<file path="config.mk">
export PLATFORM = sky130hd
export DESIGN_NAME = alu_sequencer
export DESIGN_NICKNAME = d
export VERILOG_FILES = /design/src/rtl/alu_sequencer.sv
export SDC_FILE = /design/constraint.sdc
export NUM_CORES = 1
export LEC_CHECK = 0
export BUFFER_PORTS_ARGS = -buffer_cell sky130_fd_sc_hd__buf_2
export CORE_MARGIN = 4
export CORE_UTILIZATION = 30
export CTS_CLUSTER_SIZE = 8
export DETAILED_ROUTE_END_ITERATION = 16
export GPL_TIMING_DRIVEN = 0
export SLEW_MARGIN = 5
export SYNTH_ARGS = -nofsm -noshare
export SYNTH_HDL_FRONTEND = slang
export SYNTH_SLANG_ARGS = --single-unit
</file>
<file path="constraint.sdc">
create_clock -name clk -period 26.1 [get_ports clk]
set_clock_uncertainty 0.2 [all_clocks]
set_input_delay 1.305 -clock clk [delete_from_list [all_inputs] [get_ports clk]]
set_output_delay 1.305 -clock clk [all_outputs]
set_load 0.005 [all_outputs]
</file>
<file path="src/rtl/alu_sequencer.sv">
// alu_sequencer: two-requester, single-slot ALU front end.
// Round-robin arbitration picks one request in IDLE; ADD/SUB/MUL/CMP and the
// error cases finish on the accept edge, while DIV runs on a 32-step restoring
// divider and answers 35 cycles after the accept.
// Build option: define ALU_SEQ_DIV_EN to include the divider; without it,
// opcode 100 is reported as an illegal operation.
// Handshake rule: a transfer happens on a rising edge where valid and ready are
// both high; ready never depends on anything but state, reset and req_valid.
module alu_sequencer (
    input  logic        clk,
    input  logic        rst,
    input  logic [1:0]  req_valid,
    output logic [1:0]  req_ready,
    input  logic [5:0]  req_op,
    input  logic [15:0] req_a,
    input  logic [15:0] req_b,
    output logic        rsp_valid,
    input  logic        rsp_ready,
    output logic        rsp_id,
    output logic [15:0] rsp_data,
    output logic        rsp_err,
    output logic [1:0]  dbg_state
);

    localparam logic [1:0] S_IDLE      = 2'd0;
    localparam logic [1:0] S_DIV_START = 2'd1;
    localparam logic [1:0] S_DIV_WAIT  = 2'd2;
    localparam logic [1:0] S_RESP      = 2'd3;

    localparam logic [2:0] OP_ADD = 3'b000;
    localparam logic [2:0] OP_SUB = 3'b001;
    localparam logic [2:0] OP_MUL = 3'b010;
    localparam logic [2:0] OP_CMP = 3'b011;
    localparam logic [2:0] OP_DIV = 3'b100;

    // 8-bit carry-lookahead adder built from generate/propagate terms.
    function automatic logic [7:0] cla_add8(input logic [7:0] a, input logic [7:0] b,
                                            input logic cin);
        logic [7:0] g;
        logic [7:0] p;
        logic [7:0] c;
        g    = a & b;
        p    = a ^ b;
        c[0] = cin;
        for (int i = 0; i < 7; i++) begin
            c[i+1] = g[i] | (p[i] & c[i]);
        end
        return p ^ c;
    endfunction

    // Shift-and-add multiplier keeping only the low 8 product bits.
    function automatic logic [7:0] mul_lo8(input logic [7:0] a, input logic [7:0] b);
        logic [7:0] acc;
        acc = 8'h00;
        for (int i = 0; i < 8; i++) begin
            if (b[i]) begin
                acc = cla_add8(acc, a << i, 1'b0);
            end
        end
        return acc;
    endfunction

    logic [1:0]  state_q, state_d;
    logic        ptr_q, ptr_d;
    logic        id_q, id_d;
    logic [15:0] data_q, data_d;
    logic        err_q, err_d;

    logic        grant_vld;
    logic        grant_id;
    logic [2:0]  sel_op;
    logic [7:0]  sel_a;
    logic [7:0]  sel_b;
    logic [7:0]  add_res;
    logic [7:0]  sub_res;
    logic [7:0]  mul_res;
    logic [1:0]  cmp_code;

`ifdef ALU_SEQ_DIV_EN
    logic [7:0]  a_q, a_d;
    logic [7:0]  b_q, b_d;

    logic        div_rst_n;
    logic        div_start;
    logic [31:0] div_dividend;
    logic [15:0] div_divisor;
    logic        div_busy_q;
    logic        div_ready_q;
    logic [4:0]  div_cnt_q;
    logic [31:0] div_dvd_q;
    logic [15:0] div_rem_q;
    logic [15:0] div_dvs_q;
    logic [16:0] div_trial;
    logic [16:0] div_diff;
    logic        div_borrow;
`endif

    // Round-robin grant; only visible in IDLE and never during reset.
    always_comb begin
        grant_vld = 1'b0;
        grant_id  = 1'b0;
        if (state_q == S_IDLE && !rst) begin
            case (req_valid)
                2'b01:   begin grant_vld = 1'b1; grant_id = 1'b0;  end
                2'b10:   begin grant_vld = 1'b1; grant_id = 1'b1;  end
                2'b11:   begin grant_vld = 1'b1; grant_id = ptr_q; end
                default: begin grant_vld = 1'b0; grant_id = 1'b0;  end
            endcase
        end
        req_ready = grant_vld ? (grant_id ? 2'b10 : 2'b01) : 2'b00;
    end

    // Operand selection for the granted requester and single-cycle results.
    always_comb begin
        sel_op   = grant_id ? req_op[5:3] : req_op[2:0];
        sel_a    = grant_id ? req_a[15:8] : req_a[7:0];
        sel_b    = grant_id ? req_b[15:8] : req_b[7:0];
        add_res  = cla_add8(sel_a, sel_b, 1'b0);
        sub_res  = cla_add8(sel_a, ~sel_b, 1'b1);
        mul_res  = mul_lo8(sel_a, sel_b);
        // "Less than" is the sign bit of the 8-bit difference.
        if (sel_a == sel_b) begin
            cmp_code = 2'b00;
        end else if (sub_res[7]) begin
            cmp_code = 2'b01;
        end else begin
            cmp_code = 2'b10;
        end
    end

    // Sequencer next-state and response-register logic.
    always_comb begin
        state_d = state_q;
        ptr_d   = ptr_q;
        id_d    = id_q;
        data_d  = data_q;
        err_d   = err_q;
`ifdef ALU_SEQ_DIV_EN
        a_d     = a_q;
        b_d     = b_q;
`endif
        case (state_q)
            S_IDLE: begin
                if (grant_vld) begin
                    id_d    = grant_id;
                    ptr_d   = ~grant_id;
                    state_d = S_RESP;
                    err_d   = 1'b0;
                    case (sel_op)
                        OP_ADD: data_d = {8'h00, add_res};
                        OP_SUB: data_d = {8'h00, sub_res};
                        OP_MUL: data_d = {8'h00, mul_res};
                        OP_CMP: data_d = {14'b0, cmp_code};
                        OP_DIV: begin
`ifdef ALU_SEQ_DIV_EN
                            if (sel_b == 8'h00) begin
                                data_d = {sel_a, 8'hFF};
                                err_d  = 1'b1;
                            end else begin
                                a_d     = sel_a;
                                b_d     = sel_b;
                                state_d = S_DIV_START;
                            end
`else
                            data_d = 16'h0000;
                            err_d  = 1'b1;
`endif
                        end
                        default: begin
                            data_d = 16'h0000;
                            err_d  = 1'b1;
                        end
                    endcase
                end
            end
            S_DIV_START: begin
`ifdef ALU_SEQ_DIV_EN
                state_d = S_DIV_WAIT;
`else
                state_d = S_IDLE;
`endif
            end
            S_DIV_WAIT: begin
`ifdef ALU_SEQ_DIV_EN
                if (div_ready_q && !div_busy_q) begin
                    data_d  = {div_rem_q[7:0], div_dvd_q[7:0]};
                    err_d   = 1'b0;
                    state_d = S_RESP;
                end
`else
                state_d = S_IDLE;
`endif
            end
            default: begin
                if (rsp_ready) begin
                    state_d = S_IDLE;
                end
            end
        endcase
    end

    // Sequencer state registers with synchronous reset.
    always_ff @(posedge clk) begin
        if (rst) begin
            state_q <= S_IDLE;
            ptr_q   <= 1'b0;
            id_q    <= 1'b0;
            data_q  <= 16'h0000;
            err_q   <= 1'b0;
        end else begin
            state_q <= state_d;
            ptr_q   <= ptr_d;
            id_q    <= id_d;
            data_q  <= data_d;
            err_q   <= err_d;
        end
    end

`ifdef ALU_SEQ_DIV_EN
    // Latched DIV operands, held for the divider start cycle.
    always_ff @(posedge clk) begin
        if (rst) begin
            a_q <= 8'h00;
            b_q <= 8'h00;
        end else begin
            a_q <= a_d;
            b_q <= b_d;
        end
    end

    // Divider interface and one restoring step (borrow means "does not fit").
    always_comb begin
        div_rst_n    = ~rst;
        div_start    = (state_q == S_DIV_START);
        div_dividend = {24'b0, a_q};
        div_divisor  = {8'b0, b_q};
        div_trial    = {div_rem_q, div_dvd_q[31]};
        div_diff     = div_trial - {1'b0, div_dvs_q};
        div_borrow   = div_diff[16];
    end

    // 32-step restoring divider; ready rises together with the last step.
    always_ff @(posedge clk) begin
        if (!div_rst_n) begin
            div_busy_q  <= 1'b0;
            div_ready_q <= 1'b0;
            div_cnt_q   <= 5'd0;
            div_dvd_q   <= 32'h0;
            div_rem_q   <= 16'h0;
            div_dvs_q   <= 16'h0;
        end else if (div_start) begin
            div_busy_q  <= 1'b1;
            div_ready_q <= 1'b0;
            div_cnt_q   <= 5'd0;
            div_dvd_q   <= div_dividend;
            div_rem_q   <= 16'h0;
            div_dvs_q   <= div_divisor;
        end else if (div_busy_q) begin
            div_rem_q <= div_borrow ? div_trial[15:0] : div_diff[15:0];
            div_dvd_q <= {div_dvd_q[30:0], ~div_borrow};
            div_cnt_q <= div_cnt_q + 5'd1;
            if (div_cnt_q == 5'd31) begin
                div_busy_q  <= 1'b0;
                div_ready_q <= 1'b1;
            end
        end
    end
`endif

    assign rsp_valid = (state_q == S_RESP);
    assign rsp_id    = id_q;
    assign rsp_data  = data_q;
    assign rsp_err   = err_q;
    assign dbg_state = state_q;

endmodule

</file>
Word-level counts from Yosys, hierarchy flattened
Cells that the tools add are included.

Equality and inequality tests: 11. Mux-type cells: 24. Bitwise logic cells: 138. Reductions and logical operators: 10.

Operators by type and width (count): 8-bit bitwise XOR (18); 8-bit 2-to-1 mux (10); 7-bit AND (8); 1-bit OR (55); 1-bit AND (54); 8-bit case mux with 4 select lines (1); 2-bit 2-to-1 mux (6); 2-bit == test (second input constant) (4); 8-bit == test (1); 8-bit inverter (1); 7-bit by 1-bit AND with 7-bit output (second input constant) (1); 3-bit by 2-bit == test with 1-bit output (second input constant) (2); 2-bit by 1-bit == test with 1-bit output (second input constant) (2); 1-bit 2-to-1 mux (4); 2-bit case mux with 2 select lines (1); 2-bit AND reduction (2); 4-bit OR reduction (1); 3-bit by 1-bit == test with 1-bit output (second input constant) (1); 3-bit zero test (1); 3-bit 2-to-1 mux (1); 3-bit nonzero test (1); 3-bit OR reduction (1); 2-bit zero test (1); 2-bit != test (second input constant) (1); 5 further kinds (5).

Flip-flop bits (word level): 21. Logic and storage cells: 188. Input bits: 43. Output and inout port bits: 23.

Longest topological paths before layout
Gate-level depths: netlist of the first run.

Word-level depth: 111. Depth in mapped cells: 37.

Least setup slack after synthesis of the first run
No wires, ideal clock.

Kind: input to register. Start point: in req_valid[1]. End point: reg data_q[7], in the netlist rsp_data[7]. Setup slack: 16475 ps. Library setup time: 62 ps. Data arrival time: 9363 ps. Buffers on the path: 4. Cell stages on the path: 35. Path through: nor3b_1 > buf_2 > nand2_1 > buf_2 > buf_2 > clkbuf_1 > mux2i_1 > ha_1 > fa_1 > inv_1 > fa_1 > inv_1 > fa_1 > a21bo_2 > and2_1 > fa_1 > fa_1 > fa_1 > a21boi_0 > a31o_2 > fa_1 > nand2_1 > nand2_1 > fa_1 > o22ai_1 > nor2_1 > fa_1 > mux2i_1 > ha_1 > xor2_1 > nand2_1 > xor2_1 > xnor3_1 > or3_1 > nand3_1.

Cells in the longest elaborated chain, start to end: 39. Elaborated cells on any way between the ends: 162. Classes of those cells: eq/ne (6); mux (16); bitwise (137); reduce/logical (3).

RTL lines: start: declaration (RTL line 12) `input logic [1:0] req_valid,`; 2-bit == test (RTL line 103) `case (req_valid)`; 1-bit case mux with 2 select lines (RTL line 103); 1-bit 2-to-1 mux (RTL line 102) `if (state_q == S_IDLE && !rst) begin`; 8-bit 2-to-1 mux, on equally long branches (RTL line 116, 117); 8-bit 2-to-1 mux (RTL line 56) `if (b[i]) begin`; 8-bit bitwise XOR / 7-bit AND (equally long branches) (RTL line 43, 42); 1-bit AND / 8-bit bitwise XOR (equally long branches) (RTL line 46, 48); 1-bit OR / 8-bit 2-to-1 mux (equally long branches) (RTL line 46, 56); [... 23 more ...]; 8-bit 2-to-1 mux (tied with other cells) (RTL line 56); 8-bit bitwise XOR (tied with other cells) (RTL line 43) `p = a ^ b;`; 8-bit bitwise XOR (tied with other cells) (RTL line 48) `return p ^ c;`; 8-bit 2-to-1 mux / 1-bit AND (equally long branches) (RTL line 56, 46); 8-bit bitwise XOR / 1-bit OR (equally long branches) (RTL line 43, 46); 8-bit bitwise XOR (RTL line 48); 8-bit 2-to-1 mux (RTL line 56); 8-bit case mux with 4 select lines (RTL line 149) `case (sel_op)`; end signal: assignment (RTL line 214) `data_q <= data_d;`; end: declaration (RTL line 66) `logic [15:0] data_q, data_d;`.

Parallel ways exist; a longest one is shown, timed or not. A chain may end at the register's enable or synchronous reset.

Worst setup path in the final report of the first run
Start point: in req_valid[0]. End point: reg data_q[7], in the netlist rsp_data[7].

The elaborated chain is that of the path after synthesis.

==> summary.md, run 1 <==
Excluding fillers, the count of instances in the completed layout stands at 557. The number of vias in the routed layout came out at 2781. Sort of element at the end of the critical path: a flip-flop. The synthesized netlist devotes 9.347% of its cell area to XOR and XNOR gates.

The net switching power came out at 0.06597 mW. In this run the worst hold path is classified as reg -> reg. The tools report the reg-to-reg critical path endpoint as rsp_data[7]. Among the stages of the critical path, the cell type that occurs most often is sky130_fd_sc_hd__fa_1. In this run the remaining antenna-violating nets after routing total 0. The share of the synthesized area in compound gates (AO/OA/AOI/OAI) came out at 20.11%. In this run the most critical hold path is launched from rsp_data[0].

In the final timing run, aggregate negative setup slack is 0 ns. Entering global routing, the biggest net connects 11 pins. The synthesized area divided by synthesized cell count is 7.839 sq um, and the H-tree level count is 1.

For the final count of negative-setup-slack endpoints, the log shows 0. The worst hold path endpoint was rsp_data[0]. Sequential cells were found to cover 8.466% of the synthesized design area. Across all register-to-register paths, the minimum setup slack is 16.19 ns. In the final routed layout, each cell accounts on average for 15.98 microns. The highest ir drop seen on vdd was 26.64 uV; the total placed cells including tap cells was 553.

Headroom to the max-slew limit came out at 45.53%. In the global route stage, overall resource usage came out at 16.06%. The startpoint identified for the worst register-to-register timing path is dbg_state[0].

The max-cap check violation count is 0, and the fraction of layout instances using a drive strength above 1 is 20.79%. The switching fraction of total power is 44.13%. The number of antenna violations at the first check in global routing is 0.

The arithmetic-cell share of the synthesized area counting full adders, half adders and majority gates works out to 25.22%. Per report_power, the combinational group accounts for 73.2% of the total. For this configuration, the core starts out at a cell density of 30.71%. Synthesized instance count: 362.

The die covers 11080 sq um. Counting cells, the worst reg-to-reg path comes to 36. The slowest cell on the critical path is sky130_fd_sc_hd__fa_1. The run gives 13.1% as the clock group share of total power.

The total wirelength of the detailed-routed design is 8.900 mm, and the shortest period the worst path allows is 10.68 ns. For this run, the number of Yosys warnings is 0. Once the clock tree was built, the resizer swapped 0 gates to a different size. In the synthesized netlist, mux cells make up 5.776% of the area.

For the insertion delay to the later sink of the worst-skew pair, the log shows 0.23 ns. The number of vias per cell after detailed routing is 4.993. The floorplan step defined a core boundary enclosing 9240 sq um.

Along the worst path, the maximum fanout reaches 10. In this run the power density over the cells is 44.55 nW/um^2. The tools report the post-synthesis instance area as 2838 sq um. The tools report the clock tree root buffer cell as sky130_fd_sc_hd__clkbuf_8.

The wire-length estimate of the detail-placed layout is 7.606 mm. TritonCTS built the clock tree. From bottom edge to top edge, the die measures 105.3 microns. For this block, the initial DRC count from the detailed router was 167. In this design, the stage delay of the slowest critical-path cell is 0.56 ns. The netlist uses 60 different library cells. In this run, flip-flops and latches consume 13.7% of the power. For the number of hold violations in the final report, the log shows 0.

After routing the design area is 3356 sq um. Among all flip-flop cells after synthesis, the most frequent one is sky130_fd_sc_hd__dfxtp_1. At the end of routability-driven placement, the weighted congestion stood at 0.9140. Number of pins with negative max-slew slack in the final report: 0. Setup repair after global routing left no endpoint under its margin. The number of setup buffers added after CTS is 0. In this run, synthesis inferred 0 flip-flops with an integrated enable. The first global-routing pass estimated 14.35 mm of wire. Internal power comes to 0.08353 mW. For the count of pins on the block boundary, the log shows 66. The standard-cell row count is 35, and the die boundary width is 105.3 microns. The slew of the pin with the lowest slew margin works out to 0.8086 ns. After global routing the overflow that remains totals 0.

Counting every sink on the clock net gives 12. The number of global-route vias before repair was 2717. Counting instances, the worst hold path has a depth of 2. The highest clock rate was 0.09359 GHz; the quantity of I/O buffers inserted on ports was 55. At the end of the flow, the number of nets in the layout was 513. For the total inserted antenna cells, the log shows 0. The run finished with clean final reports. The worst path uses 40.94% of the clock period. Cells fill 36.32% of the core in the end. Relative to the synthesized area, the layout overhead comes to 18.25%.

In this run the static leakage power is 1.595 nW. The largest family of logic cells by synthesized area was adder cells. Clock tree synthesis inserted a total of 3 buffers. The first detailed-routing pass took 5 iterations. No sink is reached through more buffers than the 2 on the longest clock path.

After Yosys synthesis, and, or, nand and nor cells account for 21.30% of the synthesized area. For this design, the CTS-stage hold fixing added 0 buffers. The placed standard-cell area came out at 3301 sq um. STA classifies the critical path startpoint as a primary input. For this run, design rule violations remaining after detail routing come to 0.

The critical path is of the in -> reg type. The clock edge transition at the registers on the reported setup and hold paths is 0.05 ns. For this run, asynchronously set or reset flops after synthesis account for 0%. The arrival time at the worst endpoint is 10.66 ns, and the post-synthesis sequential element count is 12. Data on the critical path is required at its endpoint by 26.08 ns.
==> synth_stat cells (4+ instances only) <==
cell type	number	share of area [%]
sky130_fd_sc_hd__a21boi_0	6	1.6
sky130_fd_sc_hd__a21oi_1	21	3.7
sky130_fd_sc_hd__a31oi_1	5	1.1
sky130_fd_sc_hd__buf_2	4	0.71
sky130_fd_sc_hd__buf_4	10	2.6
sky130_fd_sc_hd__clkbuf_1	8	1.1
sky130_fd_sc_hd__dfxtp_1	12	8.5
sky130_fd_sc_hd__fa_1	27	19
sky130_fd_sc_hd__ha_1	14	6.2
sky130_fd_sc_hd__inv_1	27	3.6
sky130_fd_sc_hd__mux2i_1	13	4.6
sky130_fd_sc_hd__nand2_1	62	8.2
sky130_fd_sc_hd__nand3_1	13	2.3
sky130_fd_sc_hd__nand4_1	4	0.88
sky130_fd_sc_hd__nor2_1	18	2.4
sky130_fd_sc_hd__nor2b_1	7	1.5
sky130_fd_sc_hd__nor3_1	4	0.71
sky130_fd_sc_hd__o21a_1	4	1.1
sky130_fd_sc_hd__o21ai_0	16	2.8
sky130_fd_sc_hd__o31ai_1	4	1.1
sky130_fd_sc_hd__xnor2_1	15	4.6
sky130_fd_sc_hd__xnor3_1	4	3.2
sky130_fd_sc_hd__xor2_1	5	1.5
==> worst max path at each step <==
stage / startpoint / to / slack (ns) / depth (start not counted)
global route: rst / rsp_data[7] / 14.83 / 37
CTS: rst / rsp_data[7] / 15.53 / 37
floorplan: req_valid[1] / rsp_data[7] / 16.47 / 35
global placement: rst / rsp_data[7] / 15.34 / 35
detailed placement: rst / rsp_data[7] / 15.33 / 35
finish: req_valid[0] / rsp_data[7] / 15.42 / 37
==> state kept, by name (all words and copies together), names as in the netlist <==
name       count
dbg_state      1
rsp_data       8
rsp_id         1
rsp_err        1
ptr_q          1
==> cell families (layout without fill, tap and decap cells) <==
| logic type | after synthesis | in the layout |
|---|---|---|
| multiplexers | 16 | 16 |
| adder cells (fa/ha/maj) | 41 | 41 |
| AND/OR/NAND/NOR | 129 | 129 |
| XOR/XNOR | 24 | 24 |
| other | 1 | 8 |
| AO/OA/AOI/OAI | 85 | 85 |
| flip-flops | 12 | 12 |
| buffers and inverters | 54 | 113 |
==> power groups by stage <==
stage,clock network [mW],logic (mW),registers (mW)
floorplan,0,0.0791,0.0208
global placement,0,0.107,0.0208
detailed placement,0,0.107,0.0209
CTS,0.0197,0.109,0.0205
global route,0.0211,0.121,0.0206
finish,0.0196,0.109,0.0205
==> cells in the final DEF, fill, tap and decap left out, types with 5 or more instances in the layout <==
master / n
sky130_fd_sc_hd__nand2_1: 62
sky130_fd_sc_hd__buf_2: 59
sky130_fd_sc_hd__inv_1: 27
sky130_fd_sc_hd__fa_1: 27
sky130_fd_sc_hd__a21oi_1: 21
sky130_fd_sc_hd__nor2_1: 18
sky130_fd_sc_hd__o21ai_0: 16
sky130_fd_sc_hd__xnor2_1: 15
sky130_fd_sc_hd__ha_1: 14
sky130_fd_sc_hd__mux2i_1: 13
sky130_fd_sc_hd__nand3_1: 13
sky130_fd_sc_hd__dfxtp_1: 12
sky130_fd_sc_hd__buf_4: 10
sky130_fd_sc_hd__clkbuf_1: 8
sky130_fd_sc_hd__conb_1: 8
sky130_fd_sc_hd__nor2b_1: 7
sky130_fd_sc_hd__a21boi_0: 6
sky130_fd_sc_hd__a31oi_1: 5
sky130_fd_sc_hd__xor2_1: 5
==> critical path: cells and delay by family <==
kind | cells | cell delay [ns]
simple gates | 8 | 1.21
buf+inv | 9 | 2.03
fa+ha+maj | 10 | 3.97
compound gates | 5 | 1.13
mux | 2 | 0.27
xor+xnor | 3 | 0.72
==> metal layers <==
metal / GRT usage [%] / vias up / wire, microns
met4: 2.343 / 0 / 94
met5: 0 / - / 0
met2: 25.68 / 104 / 4067
li1: - / 1363 / -
met3: 1.592 / 8 / 469
met1: 23.88 / 1306 / 4268
==> stage by stage <==
stage / power (mW) / setup slack (ns) / hold WS [ns]
after floorplan: 0.09988 / 16.47 / 0.2487
after global placement: 0.1283 / 15.34 / 0.2426
after detailed placement: 0.1279 / 15.33 / 0.2478
after CTS: 0.1491 / 15.53 / 0.2599
after global routing: 0.1631 / 14.83 / 0.2771
final: 0.1495 / 15.42 / 0.2574
==> final cells by class <==
type                            count  area [sq um]
Tap cell                          129         161.4
Clock buffer                        4         55.05
Inverter                           29         113.9
Fill cell                        1005          5884
Sequential cell                    12         240.2
Timing Repair Buffer               55         275.3
Buffer                             25         160.2
Multi-Input combinational cell    303          2350
(Power assumes the default switching activity.)
==> inputs of run 2 (changes only) <==
--- a/config.mk
+++ b/config.mk
@@ -5,6 +5,7 @@
 export SDC_FILE = /design/constraint.sdc
 export NUM_CORES = 1
 export LEC_CHECK = 0
+export ABC_AREA = 1
 export BUFFER_PORTS_ARGS = -buffer_cell sky130_fd_sc_hd__buf_2
 export CORE_MARGIN = 4
 export CORE_UTILIZATION = 30
==> constraint.sdc (replaced) <==
create_clock -name clk -period 10.3 [get_ports clk]
set_clock_uncertainty 0.2 [all_clocks]
set_input_delay 0.515 -clock clk [delete_from_list [all_inputs] [get_ports clk]]
set_output_delay 0.515 -clock clk [all_outputs]
set_load 0.005 [all_outputs]
==> summary.md, run 2 <==
At the worst endpoint, the arrival time is 8.81 ns. Clock-pin slew was measured on the worst setup and hold paths at 0.06 ns. In the final routed layout, each cell accounts on average for 12.62 microns. After synthesis the cells add up to 2530 sq um.

In this run the power spent charging and discharging nets is 0.1583 mW. The top cell types in the final layout, fill and taps aside, are sky130_fd_sc_hd__nand2_1, sky130_fd_sc_hd__inv_1, sky130_fd_sc_hd__buf_2. Net switching is 47.64% of the power. The number of vias per cell after detailed routing is 4.593. The run gives 36.85% as the end-of-flow core utilization.

In this run the core area contains 33 standard-cell rows. Largest area contributor in the netlist: sky130_fd_sc_hd__fa_1. Of the total power, combinational logic draws 68.8%. The final route contains 2540 vias. Required time at the worst-slack endpoint: 10.28 ns. For this design the ratio of total power to cell area is 109.8 nW/um^2.

For this run, the top clock speed supported by timing is 0.1133 GHz. The most common library cell in the layout ignoring fill and taps was sky130_fd_sc_hd__nand2_1. The H-tree level count came out at 1. The quantity of I/O buffers inserted on ports came out at 57.

The number of antenna violations at the first check in global routing is 0. The run gives 2629 as the number of global-route vias before repair. Setup repair after global routing left no endpoint under its margin. Counting I/O delays and the setup requirement, the final critical path takes 8.827 ns.

The final antenna-violating net count is 0, and the relative slew slack is 61.32%. The setup path with the least slack is of type in -> reg. Worst hold-check path type: in -> reg. By instance count, the leading cell after synthesis is sky130_fd_sc_hd__nand2_1. Sequential cells account for 15.5% of the total power. The worst hold slack after final layout is 0.2511 ns, and the total routing resource utilization after global routing is 14.65%. 0 antenna diodes ended up in the layout.

The clock group share of total power is 15.7%. The first global-routing pass estimated 11.97 mm of wire. From left edge to right edge, the die measures 99.83 microns. For this run, the detailed router's first-pass iteration total came to 4.

Slew of the pin with the lowest slew margin: 0.5801 ns. The count of flip-flops with a built-in enable after synthesis is 0. For this design, the sink count on the clock tree is 12. The reg-to-reg critical path endpoint is rsp_data[7].

The most numerous cell on the critical path was sky130_fd_sc_hd__nand2_1. The fraction of layout instances using a drive strength above 1 works out to 21.43%. The logs give 549 for the total placed cells including tap cells and 0 ns for the summed negative setup slack over all endpoints. The post-synthesis sequential element count was 12. Counting the fill cells in the layout gives 888. A synthesized cell averages 6.658 sq um. Following the worst setup path forward leads to its endpoint at rsp_data[7]. In the synthesized netlist the async set-or-reset flop fraction comes to 0%.

In this run the worst setup path begins at rst. Of the available clock period, the critical path in the final layout requires 85.70%. The tools report the sort of element at the end of the critical path as a flip-flop. The pin count of the biggest net entering global routing is 12. The height of the die was 99.83 microns.

The filler-free cell count of the finished design is 553, and the insertion delay to the later sink of the worst-skew pair is 0.24 ns. Number of pins with negative max-slew slack in the final report: 0. TritonCTS built the clock tree. The commonest cells after synthesis are sky130_fd_sc_hd__nand2_1, sky130_fd_sc_hd__inv_1, sky130_fd_sc_hd__fa_1, sky130_fd_sc_hd__nand3_1, sky130_fd_sc_hd__nor2_1. For the count of pins on the block boundary, the log shows 66. The worst register-to-register path begins at dbg_state[0].

The area inside the core boundary was 8217 sq um. The worst reg2reg path depth is 43, and the number of instances resized during post-cts repair is 0. The highest ir drop seen on vdd is 42.91 uV. For the register-to-register path setup slack, the log shows 1.49 ns. The synthesized instance count was 380.

Timing analysis after detailed placement gives a worst setup slack of 1.171 ns. For the buffer levels on the longest clock path, the log shows 2. STA classifies the critical path startpoint as a primary input.

The largest driver fanout on the critical path was 10; the signed area change from the synthesized netlist to the final layout was 19.68%. The total power draw was 0.3323 mW; the number of nets in the layout was 533. The worst stage delay on the critical path was 0.54 ns. The tools report the clock tree root buffer cell as sky130_fd_sc_hd__clkbuf_8.

Yosys attributes the largest share of cell area to sky130_fd_sc_hd__fa_1, sky130_fd_sc_hd__nand2_1, sky130_fd_sc_hd__inv_1. In this run, the number of DRC markers left after iteration 0 of detailed routing was 131. In the routed design, unresolved DRC markers number 0.

The congestion estimate from routability-driven global placement came to 0.8569. The run gives 3 as the number of buffers inserted during clock tree synthesis. Final design instance area without fill: 3028 sq um. The internal portion of the total power is 0.1740 mW. The slowest stage of the critical path is the sky130_fd_sc_hd__fa_1 cell. The top cell type by area accounts for 21.36% of the synthesized area. During synthesis, Yosys emitted a total of 0 warnings. For the sequential fraction of the synthesis area, the log shows 9.496%.

The run finished with clean final reports. For this run the aggregate overflow at the end of global routing stands at 0. In the synthesized netlist the dominant register cell turns out to be sky130_fd_sc_hd__dfxtp_1. The run gives 0 as the final count of negative-setup-slack endpoints.

Synthesis instantiated 37 different standard cells from the library. The tools report the placed standard-cell area as 2973 sq um. Post-detailed-placement half-perimeter wirelength: 5.842 mm. Post-CTS timing repair inserted 0 buffers for setup.

The initial utilization of the core area, before any placement, comes to 30.79%. The register with the most flip-flops in the layout has 8 of them. The routed design has 6.980 mm of wire.

Setup slack closes at 1.473 ns. The die covers 9966 sq um. The tool flagged a number of max-cap violations equal to 0. The number of hold violations in the final report came out at 0.

After clock tree synthesis, the flow added hold-fix buffers numbering 0. For this design the static power due to leakage is 1.717 nW.
==> run 2: cell types whose count changed in the layout (fill, tap and decap cells not counted), moves of 9 or more <==
cell	before	now
sky130_fd_sc_hd__a21oi_1	21	12
sky130_fd_sc_hd__inv_1	27	74
sky130_fd_sc_hd__mux2i_1	13	1
sky130_fd_sc_hd__nand2_1	62	114
sky130_fd_sc_hd__nand3_1	13	27
sky130_fd_sc_hd__xnor2_1	15	1
==> run 2: kinds of logic after synthesis <==
logic type | synth area share [%]
fa+ha+maj | 28.29
mux | 0.3957
simple gates | 32.10
other cells | 0.1482
xor+xnor | 1.336
flops | 9.496
compound gates | 11.67
buf+inv | 16.57
==> run 2: worst min path at each step <==
stage	depth (start not counted)	start	endpoint	slack (ns)
detailed placement	2	rsp_id	rsp_id	0.25
CTS	2	rsp_ready	dbg_state[0]	0.25
finish	2	rsp_ready	dbg_state[0]	0.25
floorplan	2	ptr_q	ptr_q	0.25
global placement	2	rsp_id	rsp_id	0.25
global route	2	rsp_ready	dbg_state[0]	0.27
==> run 2: layout make-up <==
class | count | area (sq um) | area share [%]
multi-input cells | 282 | 1897 | 62.64
inverters | 76 | 292.8 | 9.669
repair buffers | 57 | 285.3 | 9.422
flip-flops and latches | 12 | 240.2 | 7.934
well taps | 105 | 131.4 | 4.339
plain buffers | 17 | 126.4 | 4.174
clock buffers | 4 | 55.05 | 1.818
==> run 2: routing by layer <==
metal / global-route usage [%] / vias up / wire length (microns)
met1: 18.06 / 1167 / 3110
met5: 0 / - / 0
met4: 3.782 / 0 / 155
li1: - / 1294 / -
met3: 1.807 / 12 / 251
met2: 26.83 / 67 / 3462
==> run 2: worst max-delay path, delay by kind of cell <==
kind | cells | cell delay (ns)
buf+inv | 10 | 1.13
compound gates | 3 | 0.82
simple gates | 20 | 2.03
fa+ha+maj | 11 | 4.29
==> run 2: power by group through the flow <==
stage	Combinational, mW	Clock (mW)	Sequential [mW]
2_1_floorplan	0.171	0	0.0527
3_3_place_gp	0.220	0	0.0524
3_5_place_dp	0.227	0	0.0525
4_1_cts	0.229	0.0529	0.0516
5_1_grt	0.269	0.0558	0.0519
6_report	0.229	0.0521	0.0515
==> inputs of run 3 (changes only) <==
--- a/config.mk
+++ b/config.mk
@@ -5,11 +5,9 @@
 export SDC_FILE = /design/constraint.sdc
 export NUM_CORES = 1
 export LEC_CHECK = 0
-export ABC_AREA = 1
 export BUFFER_PORTS_ARGS = -buffer_cell sky130_fd_sc_hd__buf_2
 export CORE_MARGIN = 4
 export CORE_UTILIZATION = 30
-export CTS_CLUSTER_SIZE = 8
 export DETAILED_ROUTE_END_ITERATION = 16
 export GPL_TIMING_DRIVEN = 0
 export SLEW_MARGIN = 5
==> summary.md, run 3 (same netlist as run 1, synthesis figures left out) <==
The leakage power total is 1.607 nW, and the buffer levels on the longest clock path is 2. The filler-free cell count of the finished design came out at 557. The logs give 3 for the number of buffers inserted during clock tree synthesis and 14.35 mm for the global-route wire length before repair. The height of the die came out at 105.3 microns. Total routing resource utilization after global routing: 16.06%. Dividing the detail-routed via count by the number of cells gives 4.998. The clock edge transition at the registers on the reported setup and hold paths is 0.05 ns, and the total inserted antenna cells is 0. The region available for standard cell placement spans 9240 sq um.

In this run the horizontal extent of the chip is 105.3 microns. The max-cap check violation count is 0, and the number of nets in the layout is 513. The tools report the critical path startpoint category as a flip-flop. The total global routing overflow came out at 0. The most numerous cell type found on the critical path is sky130_fd_sc_hd__fa_1.

The run gives 2784 as the number of vias in the routed layout. Based on the critical path, the design can be clocked at up to 0.1024 GHz. The tools report the number of antenna violations at the first check in global routing as 0.

Worst hold-check path type: reg -> reg. Clock tree synthesis found a total of 12 sinks. The largest driver fanout on the critical path was 10; the starting utilization of the core area was 30.71%. The logs give 1 for the H-tree level count and 0 for the number of pins with negative max-slew slack in the final report.

Once routing completed, OpenROAD measured the worst setup slack at 0.5322 ns. For the worst slack at placement, the log shows 0.3227 ns. The initialized floorplan defines 35 standard-cell rows.

In this run, the number of DRC markers left after iteration 0 of detailed routing was 126. The run gives 11 as the pin count of the biggest net entering global routing. Overall power consumption after layout is estimated at 0.3797 mW.

The routed design has 8.943 mm of wire. The setup path with the least slack is of type reg -> reg. For the fill cell total of the finished layout, the log shows 1007. Measured against its own limit, the worst slew margin works out to 44.74%. The flow ran to the end, and the final reports show no timing, DRC or antenna violations.

66 I/O pins were placed. The worst-case IR drop observed on VDD is 65.52 uV. The register with the most flip-flops in the layout has 8 of them.

The die covers 11080 sq um. The cell sitting at the root of the clock tree is a sky130_fd_sc_hd__clkbuf_8. The routed design could run at a clock period as short as 9.768 ns. Measured on the finished design, the core utilization comes to 36.51%. The most common library cell in the layout ignoring fill and taps was sky130_fd_sc_hd__nand2_1.

Of the cells placed in the final design, the portion with a size suffix greater than 1 is 21.96%. The detail route stage leaves a number of antenna-violating nets equal to 0. The part of the cycle the worst path needs came out at 94.83%. After detailed routing, the average wire length per cell comes to 16.06 microns. The top cell types in the final layout, fill and taps aside, are sky130_fd_sc_hd__nand2_1, sky130_fd_sc_hd__buf_2, sky130_fd_sc_hd__inv_1, sky130_fd_sc_hd__fa_1, sky130_fd_sc_hd__a21oi_1.

In this run, post-CTS hold repair placed 0 buffers. The register-to-register path setup slack came out at 0.53 ns. The number of global-route vias before repair was 2717. Once placement completed, the tool counted placed cells totaling 553. Relative to the synthesized area, the layout overhead comes to 18.87%. Port buffering added 55 buffers. Data arrives at the worst endpoint at 9.74 ns.

STA classifies the critical path endpoint as a flip-flop. The largest individual stage delay along the critical path comes from the cell sky130_fd_sc_hd__fa_1. At the pin with the least slew margin, the transition time is 0.8203 ns.

The worst stage delay on the critical path was 0.57 ns. The number of iterations in the first detailed-routing pass is 5, and the final count of negative-setup-slack endpoints is 0. Power spread over the standard cell area amounts to 112.6 nW/um^2. For this run, design rule violations remaining after detail routing come to 0.

Detailed placement finished with a half-perimeter wire length of 7.606 mm. Summing all flip-flop and latch instances after layout gives 240.2 sq um. TritonCTS built the clock tree. The tools report the number of hold violations in the final report as 0. The area of the multi-input gates was 2361 sq um; the routability congestion estimate from global placement was 0.9140. For the worst setup path, the data required time is 10.28 ns.

For the worst-skew pair, the clock arrives at the later sink with an insertion delay of 0.23 ns.
-- run 3: cell types whose count changed in the layout (fill, tap and decap cells not counted), sizes merged, moves of 9 or more --
cell / before / now
nor2: 27 / 18
a21oi: 12 / 21
nand3: 28 / 13
inv: 76 / 29
nand2: 115 / 62
xnor2: 1 / 15
mux2i: 1 / 13
-- run 3: worst paths after layout --
| check | startpoint | end | cells past startpoint |
|---|---|---|---|
| max | dbg_state[0] | rsp_data[7] | 36 |
| min | rsp_data[0] | rsp_data[0] | 2 |
| max reg2reg | dbg_state[0] | rsp_data[7] | 36 |
| min reg2reg | rsp_data[0] | rsp_data[0] | 2 |
-- run 3: through the flow --
step	area [sq um]	setup TNS (ns)	hold WS [ns]
finish	3373	0	0.2574
global route	3373	-0.0004787	0.2771
CTS	3356	0	0.2599
detailed placement	3301	0	0.2478
global placement	3301	0	0.2426
floorplan	2864	0	0.2487
-- run 3: cell type report --
cell class	count	share of cell area, %
clock buffer	4	1.632
inverter	29	3.375
tap	129	4.785
multi-input combinational	303	69.99
sequential	12	7.122
timing repair buffer	55	8.160
buffer	25	4.933
-- run 3: timing repair --
| item | 4_1_cts | 5_1_grt |
|---|---|---|
| buffers inserted | 0 | 0 |
| setup endpoints to repair | 0 | 1 |
| gates resized for setup | 0 | 8 |
-- run 3: critical path, delay by kind of cell, from the launching register on --
family                   cells  cell delay (ns)
AO/OA/AOI/OAI                4             0.92
multiplexers                 2             0.41
AND/OR/NAND/NOR              8             1.17
flip-flops                   1             0.47
adder cells (fa/ha/maj)     11             4.45
buffers and inverters        8             1.38
XOR/XNOR                     3             0.72
-- run 3: report_power, final --
| group | switching, mW | total, mW | leakage [nW] | internal, mW |
|---|---|---|---|---|
| combinational | 0.149 | 0.278 | 1.48 | 0.129 |
| clock | 0.0161 | 0.0497 | 0.0288 | 0.0337 |
| sequential | 0.00231 | 0.0519 | 0.0979 | 0.0496 |
-- run 3: metal layers --
layer	GRT usage, %	vias to the layer above	wire (microns)
met5	0	-	0
met4	2.343	0	87
met3	1.592	6	541
met2	25.68	112	4078
met1	23.88	1301	4237
li1	-	1365	-
